--- src/rtl/vga_pattern_source_pkg.sv ---
// vga_pattern_source_pkg
//   Shared definitions for the VGA pattern source and its timing counter:
//   default 640x480@60 timing constants, pattern_sel encodings, the
//   per-axis phase states and the colour-bar lookup.
//   No ports (package).
package vga_pattern_source_pkg;

   localparam int C_DEF_COMPONENT_DEPTH = 8;

   localparam int C_DEF_H_ACTIVE = 640;
   localparam int C_DEF_H_FRONT  = 16;
   localparam int C_DEF_H_SYNC   = 96;
   localparam int C_DEF_H_BACK   = 48;

   localparam int C_DEF_V_ACTIVE = 480;
   localparam int C_DEF_V_FRONT  = 10;
   localparam int C_DEF_V_SYNC   = 2;
   localparam int C_DEF_V_BACK   = 33;

   // pattern_sel encodings
   typedef enum logic [1:0] {
      PAT_BARS    = 2'd0,
      PAT_RAMP    = 2'd1,
      PAT_CHECKER = 2'd2,
      PAT_BLACK   = 2'd3
   } pattern_t;

   // Phase of one timing axis within its period
   typedef enum logic [1:0] {
      PH_ACTIVE = 2'd0,
      PH_FRONT  = 2'd1,
      PH_SYNC   = 2'd2,
      PH_BACK   = 2'd3
   } phase_t;

   // Colour bar {r,g,b} on/off flags: white, yellow, cyan, green,
   // magenta, red, blue, black.
   function automatic logic [2:0] bar_colour(input logic [2:0] idx);
      logic [2:0] rgb;
      case (idx)
         3'd0:    rgb = 3'b111;
         3'd1:    rgb = 3'b110;
         3'd2:    rgb = 3'b011;
         3'd3:    rgb = 3'b010;
         3'd4:    rgb = 3'b101;
         3'd5:    rgb = 3'b100;
         3'd6:    rgb = 3'b001;
         default: rgb = 3'b000;
      endcase
      return rgb;
   endfunction

endpackage

--- src/rtl/vga_timing_counter.sv ---
// vga_timing_counter
//   One timing axis: a position counter running 0..TOTAL-1 and a phase FSM
//   (ACTIVE, FRONT, SYNC, BACK) that tracks which period the counter is in.
//   Ports:
//     clk    in   clock
//     rst    in   synchronous active-high reset (count 0, phase ACTIVE)
//     step   in   advance one position this cycle
//     count  out  current position
//     active out  position lies in the active period
//     sync   out  position lies in the sync period
module vga_timing_counter
   import vga_pattern_source_pkg::*;
#(
   parameter int C_ACTIVE = C_DEF_H_ACTIVE,
   parameter int C_FRONT  = C_DEF_H_FRONT,
   parameter int C_SYNC   = C_DEF_H_SYNC,
   parameter int C_BACK   = C_DEF_H_BACK,
   parameter int C_WIDTH  = $clog2(C_ACTIVE + C_FRONT + C_SYNC + C_BACK)
) (
   input  logic               clk,
   input  logic               rst,
   input  logic               step,
   output logic [C_WIDTH-1:0] count,
   output logic               active,
   output logic               sync
);

   localparam logic [C_WIDTH-1:0] END_ACTIVE = C_WIDTH'(C_ACTIVE - 1);
   localparam logic [C_WIDTH-1:0] END_FRONT  = C_WIDTH'(C_ACTIVE + C_FRONT - 1);
   localparam logic [C_WIDTH-1:0] END_SYNC   = C_WIDTH'(C_ACTIVE + C_FRONT + C_SYNC - 1);
   localparam logic [C_WIDTH-1:0] END_BACK   = C_WIDTH'(C_ACTIVE + C_FRONT + C_SYNC + C_BACK - 1);

   phase_t             state;
   phase_t             state_next;
   logic [C_WIDTH-1:0] count_next;

   always_ff @(posedge clk) begin
      if (rst) begin
         count <= '0;
         state <= PH_ACTIVE;
      end else if (step) begin
         count <= count_next;
         state <= state_next;
      end
   end

   always_comb begin
      state_next = state;
      count_next = count + C_WIDTH'(1);
      case (state)
         PH_ACTIVE: if (count == END_ACTIVE) state_next = PH_FRONT;
         PH_FRONT:  if (count == END_FRONT)  state_next = PH_SYNC;
         PH_SYNC:   if (count == END_SYNC)   state_next = PH_BACK;
         PH_BACK:   if (count == END_BACK)   state_next = PH_ACTIVE;
         default:   state_next = PH_ACTIVE;
      endcase
      if (count == END_BACK) count_next = '0;
      active = (state == PH_ACTIVE);
      sync   = (state == PH_SYNC);
   end

endmodule

--- src/rtl/vga_pattern_source.sv ---
// vga_pattern_source
//   VGA test-pattern generator: colour bars, greyscale ramp, 8x8 checkerboard
//   or solid black, with registered syncs, output_enable and frame_start.
//   Ports:
//     pixel_clk      in   pixel clock
//     rst            in   synchronous active-high reset
//     ce             in   pixel clock enable; everything holds when low
//     pattern_sel    in   pattern choice, taken at the start of each frame
//     red/green/blue out  pixel colour, zero outside active video
//     hsync, vsync   out  sync pulses at C_HSYNC_POL / C_VSYNC_POL level
//     output_enable  out  active video
//     frame_start    out  one-cycle pulse with pixel (0,0)
//   All outputs are registered one cycle after the counter state.
module vga_pattern_source
   import vga_pattern_source_pkg::*;
#(
   parameter int C_COMPONENT_DEPTH = C_DEF_COMPONENT_DEPTH,
   parameter int C_H_ACTIVE        = C_DEF_H_ACTIVE,
   parameter int C_H_FRONT         = C_DEF_H_FRONT,
   parameter int C_H_SYNC          = C_DEF_H_SYNC,
   parameter int C_H_BACK          = C_DEF_H_BACK,
   parameter int C_V_ACTIVE        = C_DEF_V_ACTIVE,
   parameter int C_V_FRONT         = C_DEF_V_FRONT,
   parameter int C_V_SYNC          = C_DEF_V_SYNC,
   parameter int C_V_BACK          = C_DEF_V_BACK,
   parameter int C_HSYNC_POL       = 0,
   parameter int C_VSYNC_POL       = 0
) (
   input  logic                         pixel_clk,
   input  logic                         rst,
   input  logic                         ce,
   input  logic [1:0]                   pattern_sel,
   output logic [C_COMPONENT_DEPTH-1:0] red,
   output logic [C_COMPONENT_DEPTH-1:0] green,
   output logic [C_COMPONENT_DEPTH-1:0] blue,
   output logic                         hsync,
   output logic                         vsync,
   output logic                         output_enable,
   output logic                         frame_start
);

   localparam int H_TOTAL   = C_H_ACTIVE + C_H_FRONT + C_H_SYNC + C_H_BACK;
   localparam int V_TOTAL   = C_V_ACTIVE + C_V_FRONT + C_V_SYNC + C_V_BACK;
   localparam int HW        = $clog2(H_TOTAL);
   localparam int VW        = $clog2(V_TOTAL);
   localparam int BAR_WIDTH = C_H_ACTIVE / 8;

   localparam logic [HW-1:0] H_LAST   = HW'(H_TOTAL - 1);
   localparam logic          HSYNC_ON = (C_HSYNC_POL != 0);
   localparam logic          VSYNC_ON = (C_VSYNC_POL != 0);

   logic [HW-1:0] h;
   logic [VW-1:0] v;
   logic          h_active, h_sync, v_active, v_sync;
   logic          h_wrap, origin, video;

   pattern_t pattern_latched;
   pattern_t pattern_now;

   logic [2:0]                   bar_idx;
   logic [2:0]                   bar_rgb;
   logic [C_COMPONENT_DEPTH-1:0] ramp;
   logic [C_COMPONENT_DEPTH-1:0] pix_r, pix_g, pix_b;

   vga_timing_counter #(
      .C_ACTIVE (C_H_ACTIVE),
      .C_FRONT  (C_H_FRONT),
      .C_SYNC   (C_H_SYNC),
      .C_BACK   (C_H_BACK),
      .C_WIDTH  (HW)
   ) u_h_counter (
      .clk    (pixel_clk),
      .rst    (rst),
      .step   (ce),
      .count  (h),
      .active (h_active),
      .sync   (h_sync)
   );

   vga_timing_counter #(
      .C_ACTIVE (C_V_ACTIVE),
      .C_FRONT  (C_V_FRONT),
      .C_SYNC   (C_V_SYNC),
      .C_BACK   (C_V_BACK),
      .C_WIDTH  (VW)
   ) u_v_counter (
      .clk    (pixel_clk),
      .rst    (rst),
      .step   (h_wrap),
      .count  (v),
      .active (v_active),
      .sync   (v_sync)
   );

   // The frame's first pixel already uses the freshly sampled pattern_sel;
   // the latch carries that choice through the rest of the frame.
   always_comb begin
      h_wrap      = ce && (h == H_LAST);
      origin      = (h == '0) && (v == '0);
      video       = h_active && v_active;
      pattern_now = origin ? pattern_t'(pattern_sel) : pattern_latched;
   end

   always_comb begin
      bar_idx = 3'(h / BAR_WIDTH);
      bar_rgb = bar_colour(bar_idx);
      ramp    = C_COMPONENT_DEPTH'(h);
      pix_r   = '0;
      pix_g   = '0;
      pix_b   = '0;
      if (video) begin
         case (pattern_now)
            PAT_BARS: begin
               pix_r = {C_COMPONENT_DEPTH{bar_rgb[2]}};
               pix_g = {C_COMPONENT_DEPTH{bar_rgb[1]}};
               pix_b = {C_COMPONENT_DEPTH{bar_rgb[0]}};
            end
            PAT_RAMP: begin
               pix_r = ramp;
               pix_g = ramp;
               pix_b = ramp;
            end
            PAT_CHECKER: begin
               if (h[3] ^ v[3]) begin
                  pix_r = '1;
                  pix_g = '1;
                  pix_b = '1;
               end
            end
            default: ;
         endcase
      end
   end

   always_ff @(posedge pixel_clk) begin
      if (rst) begin
         red             <= '0;
         green           <= '0;
         blue            <= '0;
         hsync           <= ~HSYNC_ON;
         vsync           <= ~VSYNC_ON;
         output_enable   <= 1'b0;
         frame_start     <= 1'b0;
         pattern_latched <= PAT_BARS;
      end else if (ce) begin
         red           <= pix_r;
         green         <= pix_g;
         blue          <= pix_b;
         hsync         <= h_sync ? HSYNC_ON : ~HSYNC_ON;
         vsync         <= v_sync ? VSYNC_ON : ~VSYNC_ON;
         output_enable <= video;
         frame_start   <= origin;
         if (origin) pattern_latched <= pattern_t'(pattern_sel);
      end
   end

endmodule

--- config.mk ---
export PLATFORM = sky130hd
export DESIGN_NAME = vga_pattern_source
export DESIGN_NICKNAME = d
export VERILOG_FILES = /design/src/rtl/vga_pattern_source_pkg.sv /design/src/rtl/vga_timing_counter.sv /design/src/rtl/vga_pattern_source.sv
export SDC_FILE = /design/constraint.sdc
export NUM_CORES = 1
export LEC_CHECK = 0
export CORE_MARGIN = 1.5
export CORE_UTILIZATION = 55
export CTS_BUF_LIST = sky130_fd_sc_hd__clkbuf_8
export CTS_CLUSTER_SIZE = 8
export DETAILED_ROUTE_END_ITERATION = 12
export GPL_TIMING_DRIVEN = 0
export PLACE_DENSITY = 0.78
export SYNTH_ARGS = -nofsm -noshare
export SYNTH_HDL_FRONTEND = slang
export SYNTH_SLANG_ARGS = --single-unit
--- constraint.sdc ---
create_clock -name pixel_clk -period 2.95 [get_ports pixel_clk]
set_input_delay 0.4425 -clock pixel_clk [delete_from_list [all_inputs] [get_ports pixel_clk]]
set_output_delay 0.4425 -clock pixel_clk [all_outputs]
set_load 0.01 [all_outputs]
==> impl_results.html, run 1 <==
<table>
<tr><th>Metric</th><th>Value</th></tr>
<tr><th colspan="2">Timing</th></tr>
<tr><td>RSZ-0062 raised after global routing</td><td>false</td></tr>
<tr><td>Final hold vios</td><td>0</td></tr>
<tr><td>Worst setup skew after layout</td><td>0.01227 ns</td></tr>
<tr><td>Slew at the pin with the worst max-slew slack</td><td>0.8621 ns</td></tr>
<tr><td>Minimum clock period after layout</td><td>2.678 ns</td></tr>
<tr><td>Final slew viol count</td><td>0</td></tr>
<tr><td>Final sum of negative setup slack</td><td>0 ns</td></tr>
<tr><td>Worst slew margin</td><td>42.40%</td></tr>
<tr><td>Finish-stage setup viols</td><td>0</td></tr>
<tr><td>Fin crit share</td><td>90.78%</td></tr>
<tr><td>F_max</td><td>0.3734 GHz</td></tr>
<tr><th colspan="2">Min path</th></tr>
<tr><td>Number of cells traversed by the worst hold path</td><td>2</td></tr>
<tr><td>Worst hold path class</td><td>reg2reg</td></tr>
<tr><td>Hold path endpoint</td><td>red[6]</td></tr>
<tr><td>Start point of the worst min-delay path</td><td>red[6]</td></tr>
<tr><th colspan="2">Synth</th></tr>
<tr><td>Post-synthesis area per instance</td><td>8.319 µm²</td></tr>
<tr><td>Synth top area cells</td><td>dfxtp_1 (37%), ha_1 (5.9%), nor2_1 (4.3%), nand2b_1 (3.6%), a21oi_1 (3.5%)</td></tr>
<tr><td>Top flip-flop cell by instance count after synthesis</td><td>dfxtp_1</td></tr>
<tr><td>Count of flip-flops with a built-in enable after synthesis</td><td>0</td></tr>
<tr><td>Ys Warns</td><td>0</td></tr>
<tr><td>Post-synthesis register bit count</td><td>54</td></tr>
<tr><td>Synth Instances</td><td>356</td></tr>
<tr><td>Sequential share of the synthesized area</td><td>36.50%</td></tr>
<tr><td>Net count after synthesis</td><td>375</td></tr>
<tr><td>Async SR Flop Fraction</td><td>0%</td></tr>
<tr><td>Post-Syn Area</td><td>2962 µm²</td></tr>
<tr><td>Dominant cell type by area after synthesis</td><td>dfxtp_1</td></tr>
<tr><td>Synth cell types</td><td>53</td></tr>
<tr><td>Share of the synthesized area in the top cell type</td><td>36.50%</td></tr>
<tr><th colspan="2">Final layout</th></tr>
<tr><td>Share of layout cells above drive strength 1</td><td>4.545%</td></tr>
<tr><td>Final net count</td><td>414</td></tr>
<tr><td>Fin cells</td><td>466</td></tr>
<tr><td>ANT cells</td><td>0</td></tr>
<tr><td>Layout overhead on the synthesized area</td><td>17.07%</td></tr>
<tr><td>Final core area utilization</td><td>67.45%</td></tr>
<tr><th colspan="2">Floorplanning</th></tr>
<tr><td>Site row count</td><td>26</td></tr>
<tr><td>DIE HEIGHT</td><td>76.38 µm</td></tr>
<tr><td>Placeable Area</td><td>5140 µm²</td></tr>
<tr><td>Initial Util</td><td>57.62%</td></tr>
<tr><td>Number of top-level pins</td><td>33</td></tr>
<tr><td>DIE AREA</td><td>5834 µm²</td></tr>
<tr><td>Die width</td><td>76.38 µm</td></tr>
<tr><th colspan="2">Global route</th></tr>
<tr><td>Number of global-route vias before repair</td><td>2,477</td></tr>
<tr><td>Antenna violations before repair</td><td>0</td></tr>
<tr><td>Pin count of the biggest net entering global routing</td><td>20</td></tr>
<tr><td>GR Overflow Total</td><td>0</td></tr>
<tr><td>All-layer global routing usage</td><td>25.82%</td></tr>
<tr><td>Global-route wire length before repair</td><td>12.08 mm</td></tr>
<tr><th colspan="2">Place</th></tr>
<tr><td>Post-Place Cells</td><td>458</td></tr>
<tr><td>Gp weighted congestion</td><td>0.9156</td></tr>
<tr><td>Port Buffer Count</td><td>32</td></tr>
<tr><td>Estimated wirelength of the detail-placed design</td><td>5.459 mm</td></tr>
<tr><th colspan="2">Clock network</th></tr>
<tr><td>CTS buffer count</td><td>5</td></tr>
<tr><td>Buffers inserted by post-CTS timing repair</td><td>0</td></tr>
<tr><td>Clock H-tree levels</td><td>2</td></tr>
<tr><td>Clock latency at the later pin of the worst-skew pair</td><td>0.32 ns</td></tr>
<tr><td>Hold-fix buffers, CTS</td><td>0</td></tr>
<tr><td>Clock-pin slew reported for the worst setup and hold paths after clock tree synthesis</td><td>0.11 ns</td></tr>
<tr><td>CTS tree</td><td>done</td></tr>
<tr><td>Sink count of the clock tree</td><td>54</td></tr>
<tr><td>Root Driver</td><td>clkbuf_8</td></tr>
<tr><td>Number of cells upsized or downsized after cts</td><td>0</td></tr>
<tr><td>Maximum count of clock buffers along a single path</td><td>2</td></tr>
<tr><th colspan="2">Setup path</th></tr>
<tr><td>Critical path class</td><td>reg2reg</td></tr>
<tr><td>Cell with the biggest individual delay on the critical path</td><td>or4b_4</td></tr>
<tr><td>Critical-path cell list</td><td>inv_1, ha_1, or4b_4, nor4_4, and2_1, buf_6, mux2i_1, or2_0, clkbuf_1, nor2b_1, o21ai_1</td></tr>
<tr><td>Sort of element at the start of the critical path</td><td>flip-flop</td></tr>
<tr><td>Register-to-Register Path Depth</td><td>11</td></tr>
<tr><td>Worst endpoint required time</td><td>3.17 ns</td></tr>
<tr><td>CP endpoint kind</td><td>flip-flop</td></tr>
<tr><td>Slack of the worst reg-to-reg path</td><td>0.27 ns</td></tr>
<tr><td>Delay of the slowest cell on the worst path</td><td>0.47 ns</td></tr>
<tr><td>Data arrival at the endpoint of the critical path</td><td>2.90 ns</td></tr>
<tr><td>Endpoint of the lowest-slack register-to-register path</td><td>red[2]</td></tr>
<tr><td>Max FO, Critical Path</td><td>8</td></tr>
<tr><td>Launching point of the worst reg2reg path</td><td>u_h_counter.count[1]</td></tr>
<tr><th colspan="2">Drt</th></tr>
<tr><td>Vias per cell</td><td>5.854</td></tr>
<tr><td>Vias post-DR</td><td>2,728</td></tr>
<tr><td>Number of DRC markers after the initial detailed-route iteration</td><td>217</td></tr>
<tr><td>Post-detailed-route count of antenna-violating nets</td><td>0</td></tr>
<tr><td>Final Routed Wirelength</td><td>7.347 mm</td></tr>
<tr><td>Wire length per cell</td><td>15.77 µm</td></tr>
<tr><td>Number of remaining DRC errors</td><td>0</td></tr>
<tr><td>First-pass iteration count of the detailed router</td><td>4</td></tr>
<tr><th colspan="2">Pwr</th></tr>
<tr><td>Ratio of total power to cell area</td><td>433.9 nW/µm²</td></tr>
<tr><td>VDD IR max</td><td>413.7 µV</td></tr>
<tr><td>Leak pwr</td><td>1.280 nW</td></tr>
<tr><th colspan="2">Job</th></tr>
<tr><td>MaxCap Viol Count</td><td>0</td></tr>
<tr><th colspan="2">Outcome</th></tr>
<tr><td>Result of the run</td><td>finished clean</td></tr>
</table>
-- where the power goes --
part	internal, mW	switching, mW	total, mW
clock network	0.177	0.277	0.454
logic	0.127	0.130	0.257
registers	0.768	0.0250	0.793
-- kinds of logic after synthesis --
family / Yosys count / synth area share (%)
simple gates: 132 / 23.74
compound gates: 93 / 20.70
flops: 54 / 36.50
buf+inv: 37 / 5.070
xor+xnor: 17 / 5.027
fa+ha+maj: 15 / 6.253
mux: 8 / 2.704
-- per-layer routing --
metal / vias up / share of wire [%] / GRT usage, %
met5: - / 0 / 0
met4: 0 / 1.4 / 7.593
met3: 9 / 6.3 / 4.311
met2: 108 / 46 / 42.59
met1: 1279 / 46 / 34.71
li1: 1332 / - / -
-- final cells by class --
cell class                      count  area (µm²)
Multi-Input combinational cell    265        1730
Fill cell                         454        1673
Sequential cell                    54        1081
Timing Repair Buffer               32       320.3
Tap cell                           70       87.58
Buffer                             18       78.83
Inverter                           19       71.32
Clock buffer                        5       68.82
Clock inverter                      3       28.78
-- synth_stat cells (2+ instances only) --
cell / instances
o22ai_1: 2
nor3_1: 3
nor4_1: 4
nor2_1: 34
dfxtp_1: 54
a21o_1: 8
o32ai_1: 2
nor2b_1: 13
xnor2_1: 12
o31ai_1: 3
and2_1: 2
a22oi_1: 8
ha_1: 14
a211oi_1: 4
nand2_1: 26
xor2_1: 5
and4_1: 3
o21ai_0: 15
nand2b_1: 17
o21ai_1: 16
or3_1: 4
nand4_1: 7
nand3_1: 10
clkbuf_1: 13
inv_1: 19
buf_2: 3
a21oi_1: 21
mux2i_1: 8
a211o_1: 2
-- critical path, delay by kind of cell, from the launching register on --
family,cells,cell delay (ns)
AND/OR/NAND/NOR,5,1.21
AO/OA/AOI/OAI,1,0.07
flip-flops,1,0.37
buffers and inverters,3,0.46
adder cells (fa/ha/maj),1,0.14
multiplexers,1,0.34
-- worst max path at each step --
stage                    startpoint  endpoint  slack [ns]  cells after the start
6_report       u_h_counter.count[1]    red[2]        0.27                     11
5_1_grt        u_h_counter.count[1]    red[0]        0.13                     11
4_1_cts        u_h_counter.count[0]    red[2]        0.29                     11
3_5_place_dp   u_h_counter.count[0]    red[2]        0.31                     11
3_3_place_gp   u_h_counter.count[0]    red[3]        0.31                     11
2_1_floorplan  u_h_counter.count[0]    red[3]        0.68                     11
-- state kept, by name, summed over array words and instances, names as in the netlist --
name,cells
red,8
pattern_latched,2
blue,8
u_v_counter.count,10
output_enable,1
frame_start,1
u_v_counter.state,2
vsync,1
u_h_counter.count,10
hsync,1
green,8
u_h_counter.state,2
-- placed cells by master, fill, tap and decap left out, drive strengths merged, types with 2 or more instances in the layout --
cell and n:
dfxtp 54, nor2 34, clkdlybuf4s50 32, o21ai 31, nand2 26, a21oi 21, inv 20, clkbuf 18
nand2b 17, ha 14, nor2b 13, xnor2 12, nand3 10, mux2i 8, a22oi 8, a21o 8
nand4 7, xor2 5, nor4 5, buf 5, a211oi 4, or3 4, o31ai 3, and4 3
nor3 3, and2 2, o32ai 2, a211o 2, o22ai 2, clkinv 2, o2111ai 2
-- through the flow --
stage | setup WS, ns | hold WS (ns) | power (mW) | instance area, µm²
5_1_grt | 0.1280 | 0.4848 | 1.559 | 3467
4_1_cts | 0.2943 | 0.4578 | 1.507 | 3467
6_report | 0.2719 | 0.4597 | 1.504 | 3467
3_5_place_dp | 0.3052 | 0.4415 | 1.064 | 3369
3_3_place_gp | 0.3141 | 0.4380 | 1.060 | 3369
2_1_floorplan | 0.6820 | 0.4486 | 0.9514 | 2962
Power figures use the tool's default switching activity.
==> run 2, diff against run 1 <==
- CORE_ASPECT_RATIO: not set -> 1.25
- CORE_MARGIN: 1.5 -> not set
- MAX_ROUTING_LAYER: not set -> met4
==> impl_results.html, run 2 (synthesis gave the netlist of run 1 again) <==
<table>
<tr><th>Metric</th><th>Value</th></tr>
<tr><th colspan="2">Setup path</th></tr>
<tr><td>Crit path depth</td><td>11 (unchanged)</td></tr>
<tr><td>Critical-path cell list</td><td>inv_1, ha_1, or4b_4, nor4_4, and2_1, buf_6, mux2i_1, or2_0, clkbuf_1, a21oi_1, a21o_1</td></tr>
<tr><td>Kind of cell with the highest combined delay on the critical path</td><td>simple AND/OR/NAND/NOR gates</td></tr>
<tr><td>Sort of element at the start of the critical path</td><td>flip-flop</td></tr>
<tr><td>Register-to-Register Path Depth</td><td>11 (unchanged)</td></tr>
<tr><td>Critical path class</td><td>reg2reg</td></tr>
<tr><td>CP endpoint kind</td><td>flip-flop</td></tr>
<tr><td>Data arrival at the endpoint of the critical path</td><td>2.97 ns (+0.07 ns)</td></tr>
<tr><td>Number of buffers and inverters on the critical path</td><td>3 (unchanged)</td></tr>
<tr><td>Delay of the slowest cell on the worst path</td><td>0.47 ns (about the same)</td></tr>
<tr><td>Cell with the biggest individual delay on the critical path</td><td>or4b_4</td></tr>
<tr><td>Worst endpoint required time</td><td>3.18 ns (about the same)</td></tr>
<tr><td>Max FO, Critical Path</td><td>8 (unchanged)</td></tr>
<tr><th colspan="2">Clock network</th></tr>
<tr><td>Clock-pin slew reported for the worst setup and hold paths after clock tree synthesis</td><td>0.10 ns (about the same)</td></tr>
<tr><td>Clock H-tree levels</td><td>2 (unchanged)</td></tr>
<tr><td>Sink count of the clock tree</td><td>54 (unchanged)</td></tr>
<tr><td>Root Driver</td><td>clkbuf_8</td></tr>
<tr><td>Clock latency at the later pin of the worst-skew pair</td><td>0.33 ns (about the same)</td></tr>
<tr><td>Number of cells upsized or downsized after cts</td><td>0 (unchanged)</td></tr>
<tr><td>CTS buffer count</td><td>5 (unchanged)</td></tr>
<tr><td>CTS tree</td><td>done</td></tr>
<tr><td>Hold-fix buffers, CTS</td><td>0 (unchanged)</td></tr>
<tr><td>Maximum count of clock buffers along a single path</td><td>2 (unchanged)</td></tr>
<tr><td>Buffers inserted by post-CTS timing repair</td><td>0 (unchanged)</td></tr>
<tr><th colspan="2">Floorplanning</th></tr>
<tr><td>Initial Util</td><td>57.89% (+0.27 points)</td></tr>
<tr><td>Number of top-level pins</td><td>33 (unchanged)</td></tr>
<tr><td>Site row count</td><td>29 (+12%)</td></tr>
<tr><td>Placeable Area</td><td>5116 µm² (-0.46%)</td></tr>
<tr><td>DIE AREA</td><td>5684 µm² (-2.6%)</td></tr>
<tr><td>DIE HEIGHT</td><td>84.04 µm (+10%)</td></tr>
<tr><td>Die width</td><td>67.64 µm (-11%)</td></tr>
<tr><th colspan="2">Drt</th></tr>
<tr><td>Post-detailed-route count of antenna-violating nets</td><td>0 (unchanged)</td></tr>
<tr><td>Wire length per cell</td><td>15.27 µm (-3.1%)</td></tr>
<tr><td>Vias post-DR</td><td>2,645 (-3.0%)</td></tr>
<tr><td>First-pass iteration count of the detailed router</td><td>4 (unchanged)</td></tr>
<tr><td>Number of remaining DRC errors</td><td>0 (unchanged)</td></tr>
<tr><td>Vias per cell</td><td>5.775 (-1.3%)</td></tr>
<tr><td>Number of DRC markers after the initial detailed-route iteration</td><td>144 (-34%)</td></tr>
<tr><td>Final Routed Wirelength</td><td>6.995 mm (-4.8%)</td></tr>
<tr><th colspan="2">Pwr</th></tr>
<tr><td>VDD IR max</td><td>383.1 µV (-7.4%)</td></tr>
<tr><td>Ratio of total power to cell area</td><td>429.6 nW/µm² (-0.99%)</td></tr>
<tr><td>Leak pwr</td><td>1.278 nW (-0.15%)</td></tr>
<tr><th colspan="2">Place</th></tr>
<tr><td>Port Buffer Count</td><td>32 (unchanged)</td></tr>
<tr><td>Post-placement cell area</td><td>3359 µm² (-0.30%)</td></tr>
<tr><td>Estimated wirelength of the detail-placed design</td><td>5.204 mm (-4.7%)</td></tr>
<tr><td>Gp weighted congestion</td><td>0.9682 (+5.7%)</td></tr>
<tr><th colspan="2">Global route</th></tr>
<tr><td>Pin count of the biggest net entering global routing</td><td>18 (-10%)</td></tr>
<tr><td>Global-route wire length before repair</td><td>11.46 mm (-5.1%)</td></tr>
<tr><td>GR Overflow Total</td><td>0 (unchanged)</td></tr>
<tr><td>All-layer global routing usage</td><td>27.18% (+1.4 points)</td></tr>
<tr><td>Antenna violations before repair</td><td>0 (unchanged)</td></tr>
<tr><td>Number of global-route vias before repair</td><td>2,507 (+1.2%)</td></tr>
<tr><th colspan="2">Timing</th></tr>
<tr><td>Final slew viol count</td><td>0 (unchanged)</td></tr>
<tr><td>Slew at the pin with the worst max-slew slack</td><td>0.7387 ns (-0.1234 ns)</td></tr>
<tr><td>Minimum clock period after layout</td><td>2.738 ns (+0.05975 ns)</td></tr>
<tr><td>Finish-stage setup viols</td><td>0 (unchanged)</td></tr>
<tr><td>Worst setup skew after layout</td><td>0.007548 ns (-0.004718 ns)</td></tr>
<tr><td>RSZ-0062 raised after global routing</td><td>false</td></tr>
<tr><td>Final hold vios</td><td>0 (unchanged)</td></tr>
<tr><td>F_max</td><td>0.3653 GHz (-2.2%)</td></tr>
<tr><td>Fin crit share</td><td>92.81% (+2.0 points)</td></tr>
<tr><td>Final sum of negative setup slack</td><td>0 ns (unchanged)</td></tr>
<tr><td>Worst slew margin</td><td>50.64% (+8.2 points)</td></tr>
<tr><th colspan="2">Outcome</th></tr>
<tr><td>Result of the run</td><td>finished clean</td></tr>
<tr><th colspan="2">Final layout</th></tr>
<tr><td>Top library cells by usage in the layout, fill and taps aside</td><td>dfxtp_1 (54), nor2_1 (34), clkdlybuf4s50_1 (32)</td></tr>
<tr><td>Filler Cells Inserted</td><td>451 (-0.66%)</td></tr>
<tr><td>Layout overhead on the synthesized area</td><td>16.39%</td></tr>
<tr><td>ANT cells</td><td>0 (unchanged)</td></tr>
<tr><td>Most common library cell in the layout ignoring fill and taps</td><td>dfxtp_1</td></tr>
<tr><td>Largest registers ranked by flip-flop count</td><td>u_h_counter.count: 10 flops, u_v_counter.count: 10 flops</td></tr>
<tr><td>Share of layout cells above drive strength 1</td><td>4.545% (unchanged)</td></tr>
<tr><td>Final net count</td><td>414 (unchanged)</td></tr>
<tr><td>Area of all placed cells without fillers</td><td>3447 µm² (-0.58%)</td></tr>
<tr><th colspan="2">Min path</th></tr>
<tr><td>Number of cells traversed by the worst hold path</td><td>2 (unchanged)</td></tr>
<tr><td>Worst hold path class</td><td>reg2reg</td></tr>
<tr><th colspan="2">Job</th></tr>
<tr><td>MaxCap Viol Count</td><td>0 (unchanged)</td></tr>
</table>
run 2: layout make-up:
cell class	count	area (µm²)	share of cell area, %
tap	62	77.57	2.250
clock inverter	3	18.77	0.5445
sequential	54	1081	31.36
timing repair buffer	32	320.3	9.292
clock buffer	5	68.82	1.996
multi-input combinational	265	1730	50.20
buffer	18	78.83	2.287
inverter	19	71.32	2.069
run 2: final timing paths:
path,startpoint,to,slack [ns]
setup / recovery,u_h_counter.count[0],red[3],0.21
hold / removal,red[7],red[7],0.46
setup reg to reg,u_h_counter.count[0],red[3],0.21
hold reg to reg,red[7],red[7],0.46
run 2: stage by stage:
step / instances / util (%) / hold slack [ns] / power [mW] / setup WS (ns)
2_1_floorplan: 356 / - / 0.4486 / 0.9514 / 0.6820
3_3_place_gp: 450 / 65.66 / 0.4371 / 1.062 / 0.2438
3_5_place_dp: 450 / 65.66 / 0.4402 / 1.063 / 0.2213
4_1_cts: 458 / 67.38 / 0.4602 / 1.481 / 0.1990
5_1_grt: 458 / 67.38 / 0.4797 / 1.534 / 0.06800
6_report: 458 / 67.38 / 0.4567 / 1.481 / 0.2122
run 2: worst register-to-register path, delay by kind of cell (launching register included):
kind	cells	cell delay, ns
simple gates	4	1.04
flops	1	0.38
buf+inv	3	0.50
compound gates	2	0.27
mux	1	0.31
fa+ha+maj	1	0.15
run 2: power breakdown:
part           leakage, nW  internal (mW)  switching (mW)
clock               0.0483          0.168           0.265
sequential           0.440          0.768          0.0241
combinational        0.790          0.127           0.128
run 2: per-layer routing:
| metal | up-vias | share of wire [%] | GRT usage, % |
|---|---|---|---|
| met4 | 0 | 2.8 | 13.54 |
| met2 | 77 | 50 | 44.64 |
| met1 | 1224 | 42 | 30.45 |
| met3 | 15 | 4.9 | 5.055 |
| li1 | 1329 | - | - |
| met5 | - | 0 | - |
==> run 3, diff against run 2 <==
- CORE_UTILIZATION: 55 -> 50
- GPL_ROUTABILITY_DRIVEN: not set -> 0
- PLACE_DENSITY: 0.78 -> 0.72
==> impl_results.html, run 3 (synthesis gave the netlist of run 1 again) <==
<table>
<tr><th>Metric</th><th>Value</th></tr>
<tr><th colspan="2">Pwr</th></tr>
<tr><td>Leak pwr</td><td>1.287 nW (+0.71%)</td></tr>
<tr><td>Ratio of total power to cell area</td><td>436.0 nW/µm² (+1.5%)</td></tr>
<tr><td>VDD IR max</td><td>344.2 µV (-10%)</td></tr>
<tr><td>Power consumption</td><td>1.513 mW (+2.2%)</td></tr>
<tr><th colspan="2">Timing</th></tr>
<tr><td>PnR worst setup slack</td><td>0.3218 ns (+0.1097 ns)</td></tr>
<tr><td>Fin crit share</td><td>89.09% (-3.7 points)</td></tr>
<tr><td>Final hold vios</td><td>0 (unchanged)</td></tr>
<tr><td>Final sum of negative setup slack</td><td>0 ns (unchanged)</td></tr>
<tr><td>Slew at the pin with the worst max-slew slack</td><td>0.8100 ns (+0.07128 ns)</td></tr>
<tr><td>Worst slew margin</td><td>45.88% (-4.8 points)</td></tr>
<tr><td>Worst setup skew after layout</td><td>0.01319 ns (+0.005641 ns)</td></tr>
<tr><td>F_max</td><td>0.3805 GHz (+4.2%)</td></tr>
<tr><td>Final slew viol count</td><td>0 (unchanged)</td></tr>
<tr><td>Minimum clock period after layout</td><td>2.628 ns (-0.1097 ns)</td></tr>
<tr><td>RSZ-0062 raised after global routing</td><td>false</td></tr>
<tr><td>Finish-stage setup viols</td><td>0 (unchanged)</td></tr>
<tr><th colspan="2">Floorplanning</th></tr>
<tr><td>Die width</td><td>70.84 µm (+4.7%)</td></tr>
<tr><td>Placeable Area</td><td>5741 µm² (+12%)</td></tr>
<tr><td>Initial Util</td><td>51.59% (-6.3 points)</td></tr>
<tr><td>Site row count</td><td>31 (+6.9%)</td></tr>
<tr><td>DIE AREA</td><td>6237 µm² (+9.7%)</td></tr>
<tr><td>DIE HEIGHT</td><td>88.05 µm (+4.8%)</td></tr>
<tr><td>Number of top-level pins</td><td>33 (unchanged)</td></tr>
<tr><th colspan="2">Min path</th></tr>
<tr><td>Worst hold path class</td><td>reg2reg</td></tr>
<tr><td>Number of cells traversed by the worst hold path</td><td>2 (unchanged)</td></tr>
<tr><td>Hold path endpoint</td><td>red[0]</td></tr>
<tr><td>Start point of the worst min-delay path</td><td>red[0]</td></tr>
<tr><th colspan="2">Global route</th></tr>
<tr><td>Global-route wire length before repair</td><td>11.66 mm (+1.8%)</td></tr>
<tr><td>All-layer global routing usage</td><td>24.26% (-2.9 points)</td></tr>
<tr><td>Antenna violations before repair</td><td>0 (unchanged)</td></tr>
<tr><td>Number of global-route vias before repair</td><td>2,495 (-0.48%)</td></tr>
<tr><td>Met2 layer usage reported by global route</td><td>42.40% (-2.2 points)</td></tr>
<tr><td>GR Overflow Total</td><td>0 (unchanged)</td></tr>
<tr><td>Busiest layer in global routing</td><td>met2</td></tr>
<tr><td>Routing usage on met3</td><td>3.682% (-1.4 points)</td></tr>
<tr><td>Met1 capacity usage during global routing</td><td>27.69% (-2.8 points)</td></tr>
<tr><td>Pin count of the biggest net entering global routing</td><td>17 (-1)</td></tr>
<tr><th colspan="2">Final layout</th></tr>
<tr><td>Largest registers ranked by flip-flop count</td><td>u_h_counter.count: 10 flops, u_v_counter.count: 10 flops</td></tr>
<tr><td>Final net count</td><td>414 (unchanged)</td></tr>
<tr><td>Most common library cell in the layout ignoring fill and taps</td><td>dfxtp_1</td></tr>
<tr><td>Layout overhead on the synthesized area</td><td>17.19%</td></tr>
<tr><td>Top library cells by usage in the layout, fill and taps aside</td><td>dfxtp_1 (54), nor2_1 (34), clkdlybuf4s50_1 (32)</td></tr>
<tr><td>Share of layout cells above drive strength 1</td><td>4.798% (+0.25 points)</td></tr>
<tr><td>ANT cells</td><td>0 (unchanged)</td></tr>
<tr><th colspan="2">Clock network</th></tr>
<tr><td>Sink count of the clock tree</td><td>54 (unchanged)</td></tr>
<tr><td>Number of cells upsized or downsized after cts</td><td>0 (unchanged)</td></tr>
<tr><td>Maximum count of clock buffers along a single path</td><td>2 (unchanged)</td></tr>
<tr><td>Clock latency at the later pin of the worst-skew pair</td><td>0.31 ns (-0.02 ns)</td></tr>
<tr><td>CTS tree</td><td>done</td></tr>
<tr><td>Clock H-tree levels</td><td>2 (unchanged)</td></tr>
<tr><td>CTS buffer count</td><td>5 (unchanged)</td></tr>
<tr><td>Root Driver</td><td>clkbuf_8</td></tr>
<tr><td>Buffers inserted by post-CTS timing repair</td><td>0 (unchanged)</td></tr>
<tr><td>Clock-pin slew reported for the worst setup and hold paths after clock tree synthesis</td><td>0.10 ns (about the same)</td></tr>
<tr><td>Hold-fix buffers, CTS</td><td>0 (unchanged)</td></tr>
<tr><th colspan="2">Setup path</th></tr>
<tr><td>Max FO, Critical Path</td><td>10 (+2)</td></tr>
<tr><td>Register-to-Register Path Depth</td><td>8 (-3)</td></tr>
<tr><td>Slack of the worst reg-to-reg path</td><td>0.32 ns (+0.11 ns)</td></tr>
<tr><td>Worst endpoint required time</td><td>3.12 ns (-0.06 ns)</td></tr>
<tr><td>Critical path class</td><td>reg2reg</td></tr>
<tr><td>Endpoint of the lowest-slack register-to-register path</td><td>u_v_counter.count[9]</td></tr>
<tr><td>Data arrival at the endpoint of the critical path</td><td>2.80 ns (-0.17 ns)</td></tr>
<tr><td>CP endpoint kind</td><td>flip-flop</td></tr>
<tr><td>Sort of element at the start of the critical path</td><td>flip-flop</td></tr>
<tr><td>Launching point of the worst reg2reg path</td><td>u_h_counter.count[8]</td></tr>
<tr><th colspan="2">Drt</th></tr>
<tr><td>Post-detailed-route count of antenna-violating nets</td><td>0 (unchanged)</td></tr>
<tr><td>Number of DRC markers after the initial detailed-route iteration</td><td>104 (-28%)</td></tr>
<tr><td>Vias post-DR</td><td>2,664 (+0.72%)</td></tr>
<tr><td>Vias per cell</td><td>5.766 (-0.15%)</td></tr>
<tr><td>Number of remaining DRC errors</td><td>0 (unchanged)</td></tr>
<tr><td>First-pass iteration count of the detailed router</td><td>4 (unchanged)</td></tr>
<tr><td>Final Routed Wirelength</td><td>7.018 mm (+0.33%)</td></tr>
<tr><td>Wire length per cell</td><td>15.19 µm (-0.54%)</td></tr>
<tr><th colspan="2">Place</th></tr>
<tr><td>Port Buffer Count</td><td>32 (unchanged)</td></tr>
<tr><td>Estimated wirelength of the detail-placed design</td><td>5.241 mm (+0.70%)</td></tr>
<tr><td>Dpl ws</td><td>0.2742 ns (+0.05281 ns)</td></tr>
<tr><th colspan="2">Outcome</th></tr>
<tr><td>Result of the run</td><td>finished clean</td></tr>
<tr><th colspan="2">Job</th></tr>
<tr><td>MaxCap Viol Count</td><td>0 (unchanged)</td></tr>
</table>
## run 3: final cells by class
class                      count  area [µm²]
fill                         531        2270
multi-input combinational    265        1730
sequential                    54        1081
timing repair buffer          32       320.3
clock buffer                   7       96.34
tap                           66       82.58
buffer                        18       80.08
inverter                      19       71.32
clock inverter                 1       8.758
## run 3: worst max path at each step
stage                                    start                    to  slack (ns)  cells past startpoint
after global routing      u_h_counter.count[8]  u_v_counter.count[9]        0.11                      8
final                     u_h_counter.count[8]  u_v_counter.count[9]        0.32                      8
after detailed placement  u_h_counter.count[0]                red[3]        0.27                     11
after floorplan           u_h_counter.count[0]                red[3]        0.68                     11
after CTS                 u_h_counter.count[0]                red[0]        0.25                     11
after global placement    u_h_counter.count[0]                red[3]        0.28                     11
## run 3: worst max-delay path, stage by stage, from the launching register on
cell and delay (ns):
dfxtp_1 0.34, buf_2 0.21, nor3b_1 0.69, nand4_1 0.38
nor3_1 0.39, nand3_1 0.17, nor2_1 0.14, xnor2_1 0.13
nor2_1 0.05
## run 3: per-layer routing
| metal | wire, µm | vias up | part of all wire [%] |
|---|---|---|---|
| met5 | 0 | - | 0 |
| met4 | 187 | 0 | 2.7 |
| met3 | 298 | 15 | 4.2 |
| met2 | 3520 | 69 | 50 |
| met1 | 3011 | 1257 | 43 |
| li1 | - | 1323 | - |
## run 3: power breakdown
group | leakage, nW | switching [mW] | internal (mW) | total [mW]
Clock | 0.0544 | 0.251 | 0.216 | 0.467
Sequential | 0.440 | 0.0246 | 0.768 | 0.793
Combinational | 0.793 | 0.126 | 0.128 | 0.254
Total | 1.29 | 0.402 | 1.11 | 1.51
## run 3: stage by stage
step	cell area [µm²]	hold WS [ns]	cells	utilization (%)
global route	3471	0.4777	462	60.46
finish	3471	0.4528	462	60.46
global placement	3364	0.4394	454	58.61
detailed placement	3364	0.4406	454	58.61
CTS	3470	0.4563	462	60.44
floorplan	2962	0.4486	356	-
